$ cat src/rtl/replay_guard_window_if.sv
// Frame handshake bundle for the replay guard: inbound and outbound
// valid/ready channels plus the replay error pulse and code.
interface replay_guard_window_if #(
    parameter int DATA_W = 8,
    parameter int SEQ_W  = 8
);
    logic              in_valid;
    logic              in_ready;
    logic [SEQ_W-1:0]  in_seq;
    logic [DATA_W-1:0] in_data;
    logic              out_valid;
    logic              out_ready;
    logic [SEQ_W-1:0]  out_seq;
    logic [DATA_W-1:0] out_data;
    logic              replay_error;
    logic [1:0]        err_code;

    modport master (
        output in_valid, in_seq, in_data, out_ready,
        input  in_ready, out_valid, out_seq, out_data,
        input  replay_error, err_code
    );

    modport slave (
        input  in_valid, in_seq, in_data, out_ready,
        output in_ready, out_valid, out_seq, out_data,
        output replay_error, err_code
    );
endinterface

$ cat src/rtl/replay_guard_window.sv
// Anti-replay filter: sliding bitmap window over modulo sequence numbers.
// Ports: clk, reset_n (async low), enable, bus (slave: in/out valid-ready
// frames, replay_error, err_code). Macro REPLAY_STATS_EN adds
// drop_dup_cnt / drop_old_cnt saturating drop counters.
module replay_guard_window #(
    parameter int DATA_W = 8,
    parameter int SEQ_W  = 8,
    parameter int WIN    = 16
) (
    input  logic clk,
    input  logic reset_n,
    input  logic enable,
    replay_guard_window_if.slave bus
`ifdef REPLAY_STATS_EN
    ,
    output logic [15:0] drop_dup_cnt,
    output logic [15:0] drop_old_cnt
`endif
);
    localparam logic [SEQ_W-1:0] HALF = {1'b1, {(SEQ_W-1){1'b0}}};
    localparam logic [SEQ_W-1:0] WIN_S = SEQ_W'(WIN);

    typedef enum logic {IDLE, RUN} state_t;

    state_t            r_state;
    logic [SEQ_W-1:0]  r_top;
    logic [WIN-1:0]    r_bitmap;
    logic              r_out_valid;
    logic [SEQ_W-1:0]  r_out_seq;
    logic [DATA_W-1:0] r_out_data;
    logic              r_err;
    logic [1:0]        r_code;

    logic              w_take;
    logic [SEQ_W-1:0]  w_ahead;
    logic [SEQ_W-1:0]  w_back;
    logic              w_new;
    logic              w_in_win;
    logic [WIN-1:0]    w_onehot;
    logic              w_seen;
    logic              w_dup;
    logic              w_late;
    logic              w_old;
    logic [WIN-1:0]    w_shift;

    // in_ready is gated by reset_n so it reads 0 while reset is held
    assign bus.in_ready = reset_n && enable
                       && (!r_out_valid || bus.out_ready);
    assign w_take = bus.in_valid && bus.in_ready;

    assign bus.out_valid    = r_out_valid;
    assign bus.out_seq      = r_out_seq;
    assign bus.out_data     = r_out_data;
    assign bus.replay_error = r_err;
    assign bus.err_code     = r_code;

    // Serial-number distances; ahead==HALF falls through to OLD because
    // back is then HALF, which is never below WIN.
    assign w_ahead  = bus.in_seq - r_top;
    assign w_back   = r_top - bus.in_seq;
    assign w_new    = (w_ahead != '0) && (w_ahead < HALF);
    assign w_in_win = (w_back != '0) && (w_back < WIN_S);
    assign w_onehot = w_in_win ? (WIN'(1) << w_back) : '0;
    assign w_seen   = |(r_bitmap & w_onehot);
    assign w_dup    = !w_new && ((w_back == '0) || (w_in_win && w_seen));
    assign w_late   = !w_new && w_in_win && !w_seen;
    assign w_old    = !w_new && !w_dup && !w_late;
    assign w_shift  = (w_ahead >= WIN_S) ? WIN'(1)
                    : ((r_bitmap << w_ahead) | WIN'(1));

    always_ff @(posedge clk or negedge reset_n) begin
        if (!reset_n) begin
            r_state     <= IDLE;
            r_top       <= '0;
            r_bitmap    <= '0;
            r_out_valid <= 1'b0;
            r_out_seq   <= '0;
            r_out_data  <= '0;
            r_err       <= 1'b0;
            r_code      <= 2'b00;
`ifdef REPLAY_STATS_EN
            drop_dup_cnt <= '0;
            drop_old_cnt <= '0;
`endif
        end else begin
            r_err  <= 1'b0;
            r_code <= 2'b00;
            if (r_out_valid && bus.out_ready)
                r_out_valid <= 1'b0;
            if (w_take) begin
                if (r_state == IDLE) begin
                    r_state     <= RUN;
                    r_top       <= bus.in_seq;
                    r_bitmap    <= WIN'(1);
                    r_out_valid <= 1'b1;
                    r_out_seq   <= bus.in_seq;
                    r_out_data  <= bus.in_data;
                end else begin
                    unique case (1'b1)
                        w_new: begin
                            r_top       <= bus.in_seq;
                            r_bitmap    <= w_shift;
                            r_out_valid <= 1'b1;
                            r_out_seq   <= bus.in_seq;
                            r_out_data  <= bus.in_data;
                        end
                        w_late: begin
                            r_bitmap    <= r_bitmap | w_onehot;
                            r_out_valid <= 1'b1;
                            r_out_seq   <= bus.in_seq;
                            r_out_data  <= bus.in_data;
                        end
                        w_dup: begin
                            r_err  <= 1'b1;
                            r_code <= 2'b01;
`ifdef REPLAY_STATS_EN
                            if (drop_dup_cnt != 16'hFFFF)
                                drop_dup_cnt <= drop_dup_cnt + 16'd1;
`endif
                        end
                        w_old: begin
                            r_err  <= 1'b1;
                            r_code <= 2'b10;
`ifdef REPLAY_STATS_EN
                            if (drop_old_cnt != 16'hFFFF)
                                drop_old_cnt <= drop_old_cnt + 16'd1;
`endif
                        end
                        default: ;
                    endcase
                end
            end
        end
    end
endmodule

$ cat src/flat_wrapper.sv
// flat-port wrapper written by rule: the top's interface ports become plain ports
module replay_guard_window_flat 
#(
    parameter int DATA_W = 8,
    parameter int SEQ_W  = 8,
    parameter int WIN    = 16
)
  (clk, reset_n, enable, bus_in_valid, bus_in_seq, bus_in_data, bus_out_ready, bus_in_ready, bus_out_valid, bus_out_seq, bus_out_data, bus_replay_error, bus_err_code);
  replay_guard_window_if #(.DATA_W(DATA_W), .SEQ_W(SEQ_W)) bus_i ();
  input  logic clk;
  input  logic reset_n;
  input  logic enable;
  input wire logic [$bits(bus_i.in_valid)-1:0] bus_in_valid;
  input wire logic [$bits(bus_i.in_seq)-1:0] bus_in_seq;
  input wire logic [$bits(bus_i.in_data)-1:0] bus_in_data;
  input wire logic [$bits(bus_i.out_ready)-1:0] bus_out_ready;
  output wire logic [$bits(bus_i.in_ready)-1:0] bus_in_ready;
  output wire logic [$bits(bus_i.out_valid)-1:0] bus_out_valid;
  output wire logic [$bits(bus_i.out_seq)-1:0] bus_out_seq;
  output wire logic [$bits(bus_i.out_data)-1:0] bus_out_data;
  output wire logic [$bits(bus_i.replay_error)-1:0] bus_replay_error;
  output wire logic [$bits(bus_i.err_code)-1:0] bus_err_code;
  assign bus_i.in_valid = bus_in_valid;
  assign bus_i.in_seq = bus_in_seq;
  assign bus_i.in_data = bus_in_data;
  assign bus_i.out_ready = bus_out_ready;
  assign bus_in_ready = bus_i.in_ready;
  assign bus_out_valid = bus_i.out_valid;
  assign bus_out_seq = bus_i.out_seq;
  assign bus_out_data = bus_i.out_data;
  assign bus_replay_error = bus_i.replay_error;
  assign bus_err_code = bus_i.err_code;
  replay_guard_window #(.DATA_W(DATA_W), .SEQ_W(SEQ_W), .WIN(WIN)) u_core (.clk(clk), .reset_n(reset_n), .enable(enable), .bus(bus_i));
endmodule
$ cat config.mk
export PLATFORM = sky130hd
export DESIGN_NAME = replay_guard_window_flat
export DESIGN_NICKNAME = d
export VERILOG_FILES = /design/src/rtl/replay_guard_window_if.sv /design/src/rtl/replay_guard_window.sv /design/src/flat_wrapper.sv
export SDC_FILE = /design/constraint.sdc
export NUM_CORES = 1
export LEC_CHECK = 0
export ABC_AREA = 1
export CAP_MARGIN = 30
export CORE_UTILIZATION = 41
export CTS_CLUSTER_DIAMETER = 50
export DETAILED_ROUTE_END_ITERATION = 8
export DONT_BUFFER_PORTS = 1
export SLEW_MARGIN = 10
export SYNTH_ARGS = -nofsm -noshare
export SYNTH_HDL_FRONTEND = slang
export SYNTH_SLANG_ARGS = --single-unit
$ cat constraint.sdc
create_clock -name clk -period 3.7 [get_ports clk]
set_input_delay 1.11 -clock clk [delete_from_list [all_inputs] [get_ports clk]]
set_output_delay 1.11 -clock clk [all_outputs]
set_load 0.03 [all_outputs]
Word-level counts from Yosys, hierarchy flattened
Cells that the tools add are included.
{ "totals": {"ram_bits": 0, "elab_cells": 68, "n_memories": 0, "mem_bits_ro": 0, "inputBits": 21, "reg_bits": 45, "out_inout_bits": 21, "latch_bits": 0} }
{ "classes": {"n_bitwise": 2, "multipliers": 0, "div_mod_pow": 0, "n_eq_ne": 3, "shift": 2, "n_reduce_logical": 28, "order_cmp": 3, "n_mux": 20, "addsub": 2} }
{ "op_table": {"columns": ["op", "count"], "rows": [
  ["$mux W16", 3],
  ["$mux W8", 6],
  ["$pmux W16 S2", 1],
  ["$and A16 B16 Y16", 1],
  ["$or A16 B16 Y16", 1],
  ["$reduce_bool A8 Y1", 2],
  ["$reduce_or A16 Y1", 1],
  ["$shl A1 B8 Y16 const A", 1],
  ["$shl A16 B8 Y16", 1],
  ["$sub A8 B8 Y8", 2],
  ["$logic_and A1 B1 Y1", 12],
  ["$ge A8 B5 Y1 const B", 1],
  ["$logic_not A8 Y1", 1],
  ["$lt A8 B5 Y1 const B", 1],
  ["$lt A8 B8 Y1 const B", 1],
  ["$mux W1", 7],
  ["$reduce_and A2 Y1", 3],
  ["$logic_not A1 Y1", 5],
  ["$mux W2", 2],
  ["$ne A2 B2 Y1 const B", 2],
  ["$pmux W2 S2", 1],
  ["$reduce_or A2 Y1", 2],
  ["$ne A3 B3 Y1 const B", 1],
  ["$logic_or A1 B1 Y1", 2]
]} }

Logic depth before layout (Yosys ltp)
{ "logic_depth": {"depth_word": 16, "depth_mapped": 27, "mapped_depth_nobuf": 24} }

Worst setup path before layout
OpenSTA, ideal clock, no wires.
{ "synth_path": {"kind": "input-to-reg", "from": "in bus_in_seq[0]", "to": "reg u_core.r_out_data[0], in the netlist u_core.bus.out_data[0]", "slack_ns": 0.015, "setup_ns": 0.118, "stages": 22, "n_path_buf": 3, "required_ns": 3.582, "arrival_time_ns": 3.568, "cell_sequence": "ha_1 > inv_1 > fa_1 > xnor2_2 > nand2_1 > nor2_1 > a21oi_1 > nand3_2 > nor2_4 > buf_4 > nand3_1 > nand2_1 > inv_1 > nand2_2 > nor2_4 > nand4_1 > nand2_1 > inv_2 > buf_4 > buf_6 > nand2_1 > nand2_1"} }
{ "synth_between": {"elab_chain_len": 11, "word_cells_on_any_way": 19, "classes_between": "add/sub: 2; order compare: 2; eq/ne: 1; shift: 1; mux: 1; bitwise: 1; reduce/logical: 11"} }
{ "synth_lines": {"columns": ["item", "line_no", "text"], "rows": [
  ["start, declared", "flat_wrapper.sv:14", "input wire logic [$bits(bus_i.in_seq)-1:0] bus_in_seq;"],
  ["$sub A8 B8 Y8", "replay_guard_window.sv:60", "assign w_back = r_top - bus.in_seq;"],
  ["$lt A8 B5 Y1 / $reduce_bool A8 Y1 (equally long branches)", "replay_guard_window.sv:62", "assign w_in_win = (w_back != '0) && (w_back < WIN_S);"],
  ["$logic_and A1 B1 Y1", "replay_guard_window.sv:62", null],
  ["$mux W16", "replay_guard_window.sv:63", "assign w_onehot = w_in_win ? (WIN'(1) << w_back) : '0;"],
  ["$and A16 B16 Y16", "replay_guard_window.sv:64", "assign w_seen = |(r_bitmap & w_onehot);"],
  ["$reduce_or A16 Y1", "replay_guard_window.sv:64", null],
  ["$logic_not A1 Y1", "replay_guard_window.sv:66", "assign w_late = !w_new && w_in_win && !w_seen;"],
  ["$logic_and A1 B1 Y1", "replay_guard_window.sv:66", null],
  ["$reduce_or A2 Y1 (no source line) *", null, null],
  ["$ne A2 B2 Y1 (no source line) *", null, null],
  ["$reduce_and A2 Y1 (no source line) *", null, null],
  ["end signal, assigned", "replay_guard_window.sv:97", "r_out_data <= bus.in_data;"],
  ["end signal, assigned", "replay_guard_window.sv:105", "r_out_data <= bus.in_data;"],
  ["end signal, assigned", "replay_guard_window.sv:111", "r_out_data <= bus.in_data;"],
  ["end, declared", "replay_guard_window.sv:30", "logic [DATA_W-1:0] r_out_data;"]
]} }
Mark *: on every way between the ends. The rest lies on a longest branch, timed or not.
A chain may end at the register's enable or synchronous reset.

Final worst setup path
{ "layout_path": {"from": "in bus_in_seq[0]", "to": "reg u_core.r_code[0], in the netlist u_core.bus.err_code[0]"} }
{ "layout_between": {"elab_chain_len": 15, "word_cells_on_any_way": 27, "classes_between": "add/sub: 2; order compare: 2; shift: 1; mux: 4; bitwise: 1; reduce/logical: 17"} }
{ "layout_lines": {"columns": ["item", "line_no", "text"], "rows": [
  ["$sub A8 B8 Y8", "replay_guard_window.sv:60", null],
  ["$lt A8 B5 Y1 / $reduce_bool A8 Y1 (equally long branches)", "replay_guard_window.sv:62", null],
  ["$logic_and A1 B1 Y1", "replay_guard_window.sv:62", null],
  ["$mux W16", "replay_guard_window.sv:63", null],
  ["$and A16 B16 Y16", "replay_guard_window.sv:64", null],
  ["$reduce_or A16 Y1", "replay_guard_window.sv:64", null],
  ["$logic_and A1 B1 Y1", "replay_guard_window.sv:65", "assign w_dup = !w_new && ((w_back == '0) || (w_in_win && w_seen));"],
  ["$logic_or A1 B1 Y1", "replay_guard_window.sv:65", null],
  ["$logic_and A1 B1 Y1", "replay_guard_window.sv:65", null],
  ["$logic_not A1 Y1", "replay_guard_window.sv:67", "assign w_old = !w_new && !w_dup && !w_late;"],
  ["$logic_and A1 B1 Y1 (2 in series)", "replay_guard_window.sv:67", null],
  ["$pmux W2 S2 *", "replay_guard_window.sv:99", "unique case (1'b1)"],
  ["$mux W2 *", "replay_guard_window.sv:91", "if (r_state == IDLE) begin"],
  ["$mux W2 *", "replay_guard_window.sv:90", "if (w_take) begin"],
  ["end signal, assigned", "replay_guard_window.sv:80", "r_code <= 2'b00;"],
  ["end signal, assigned", "replay_guard_window.sv:87", "r_code <= 2'b00;"],
  ["end signal, assigned", "replay_guard_window.sv:115", "r_code <= 2'b01;"],
  ["end, declared", "replay_guard_window.sv:32", "logic [1:0] r_code;"]
]} }
Marks and branches as above.

==> summary.txt <==
Status
  – Status: complete, no violations

Floorplanning
  – Die Wd: 100 um
  – Chip height: 100 um
  – Initial Utilization: 0.426
  – Row count: 35
  – Top Ports: 42
  – Core area: 9280 sq um
  – Full die area: 10,000 sq um

Global route
  – Total global-route track usage: 0.235
  – First-pass GRT wire length: 18.5 mm
  – Initial antenna violation count: 0
  – Vias in the first global route: 3,800
  – Largest net degree at the start of global routing: 47
  – Gr ovfl total: 0

Logic synthesis
  – Synth top area cells: dfrtp_1, nand2_1, nand3_1
  – Synth Cell Area: 3950 sq um
  – Mapped Cells: 604
  – #FFs+latches synth: 45
  – Post-synth ARST share: 1.00
  – Post-synth top area cell: dfrtp_1
  – Average size of a mapped cell: 6.55 sq um
  – Synth unique cells: 40
  – Synth Warn #: 0
  – Synth Net Count: 641
  – Sequential fraction of the synthesis area: 0.285
  – Main synth FF type: dfrtp_1
  – Number of synthesized flops with an enable pin: 0
  – Top-area cell type share of the netlist area: 0.285

Run
  – Max Cap Violations: 0

Placement
  – Area after DPL: 4480 sq um
  – HPWL after DPL: 9.00 mm
  – Gpl congestion: 0.917
  – IO buf count: 0
  – Pre-CTS setup slack: -0.205 ns

Drt
  – Iteration-0 DRC Markers: 152
  – Drt drc: 0
  – Routed vias: 4,014
  – Total wire length: 11.5 mm
  – WL/cell: 14.7 um
  – Detail Route Antenna Nets: 0
  – DR pass1 iterations: 5
  – Vias per cell: 5.15

Timing
  – Worst-Margin Slew: 0.494 ns
  – Final Worst Setup Slack: 0.264 ns
  – Setup-failing EPs final: 0
  – Period minus WS final: 3.44 ns
  – Fin Hold WS: 0.482 ns
  – Fmax: 291 MHz
  – RSZ-0062 raised after global routing: no
  – Rel. slew slack: 0.670
  – Crit share post-route: 0.929
  – Hold Vio Cnt, Final: 0
  – Final clock skew: 0.00832 ns
  – Pins Over Slew Limit: 0

Power
  – Overall Power: 4.52 mW
  – Power per cell area: 970 nW/um^2
  – Peak supply drop: 0.000409 V
  – Leak: 2.46 nW

Critical path
  – CP Class: in2reg
  – Max FO, Critical Path: 16
  – CP Data Required Time: 3.95 ns
  – Crit path launch type: primary input
  – CP Capture Type: register
  – Worst path arrival time: 3.68 ns

Clock network
  – CTS max path bufs: 2
  – Clock latency on the worst-skew pair: 0.31 ns
  – Sink Count: 45
  – H-tree levels: 2
  – Reg clk slew, reported paths: 0.10 ns
  – Hold-fix buffers, CTS: 0
  – CTS tree: done
  – CTS root buf: clkbuf_8
  – CTS buffer count: 5

Cells and area
  – Nets: 687
  – Final core utilization: 0.502
  – Area delta synth->final: 17.9%
  – Share of layout cells above drive strength 1: 0.190
  – Commonest cells after routing, fill and taps aside: nand2_1, nand3_1, inv_1, buf_4, dfrtp_1
  – Filler cells: 964
  – Commonest non-fill, non-tap cell in the layout: nand2_1
  – Final instance area: 4660 sq um
  – N_diodes: 0

Hold path
  – Worst hold-check path type: in2async
## metrics by stage
| stage | instances | setup TNS (ns) |
|---|---|---|
| floorplan | 604 | 0 |
| finish | 780 | 0 |
| global placement | 765 | -3.07 |
| global route | 780 | 0 |
| detailed placement | 765 | -4.25 |
| CTS | 773 | 0 |
## sequential cells by signal, summed over array words and instances (netlist names)
name                     cells
u_core.r_top                 8
u_core.bus.out_seq           8
u_core.r_bitmap             16
u_core.r_state               1
u_core.bus.out_data          8
u_core.bus.out_valid         1
u_core.bus.err_code          2
u_core.bus.replay_error      1
## path summary, 6_finish.rpt
kind | from | endpoint | slack [ns] | depth (start not counted)
worst min register to register | u_core.r_bitmap[0] | u_core.r_bitmap[0] | 0.48 | 2
max in group asynchronous | reset_n | u_core.r_bitmap[0] | 3.11 | 0
worst max register to register | u_core.r_top[0] | u_core.bus.err_code[0] | 0.59 | 23
worst min-delay path | reset_n | u_core.r_bitmap[2] | 0.48 | 0
min in group clk | u_core.r_bitmap[0] | u_core.r_bitmap[0] | 0.48 | 2
worst max-delay path | bus_in_seq[0] | u_core.bus.err_code[0] | 0.26 | 22
## power breakdown
group / switching [mW] / internal (mW) / total [mW]
clock network: 0.194 / 0.137 / 0.331
registers: 0.358 / 0.674 / 1.03
logic: 1.87 / 1.29 / 3.16
total: 2.43 / 2.10 / 4.52
## cells in the mapped netlist (all sizes together) (2+ instances only)
library cell / number
a21o: 4
a21oi: 18
a31oi: 2
and2: 2
buf: 24
clkbuf: 3
dfrtp: 45
fa: 2
ha: 14
inv: 64
nand2: 216
nand3: 78
nand4: 36
nor2: 44
o21ai: 39
or2: 2
xor2: 3
## critical path, stage by stage
cell and delay, ns:
ha_1 0.12, inv_1 0.06, fa_2 0.37, inv_1 0.09, nor2_2 0.05, nand2_1 0.08, nand3_1 0.08, nand2_1 0.07
nand2_1 0.11, nor2_4 0.15, nand3_2 0.11, nor2_4 0.20, buf_4 0.16, nand3_1 0.06, nand2_1 0.07, nor2_1 0.04
nand2_1 0.13, nor2_4 0.06, buf_4 0.20, a31oi_2 0.19, nand4_1 0.10, inv_1 0.07
## routing by layer
metal  wire [um]  track usage  vias to the layer above
li1            -            -                     2060
met3         548       0.0313                       20
met4         298       0.0858                        0
met1        4990        0.296                     1816
met5           0            0                        -
met2        5640        0.409                      118
## cell families after synthesis
group                    after synthesis  synth area share
flip-flops                            45             0.285
XOR/XNOR                               4            0.0127
buffers and inverters                 92             0.103
AND/OR/NAND/NOR                      379             0.435
multiplexers                           2           0.00538
AO/OA/AOI/OAI                         66             0.105
adder cells (fa/ha/maj)               16            0.0544
## cell type report
type                            instances  area (sq um)  share of cell area
Clock buffer                            5          68.8              0.0148
Clock inverter                          3          25.0             0.00537
Inverter                               65           244              0.0523
Multi-Input combinational cell        467          2450               0.526
Sequential cell                        45          1130               0.242
Tap cell                              129           161              0.0346
Timing Repair Buffer                   66           583               0.125
## repair_timing
| item | CTS | global route |
|---|---|---|
| hold endpoints to repair | 0 | 0 |
| gates resized for setup | 0 | 10 |
| buffers inserted | 0 | 7 |
| setup endpoints to repair | 0 | 30 |
(Power assumes the default switching activity.)
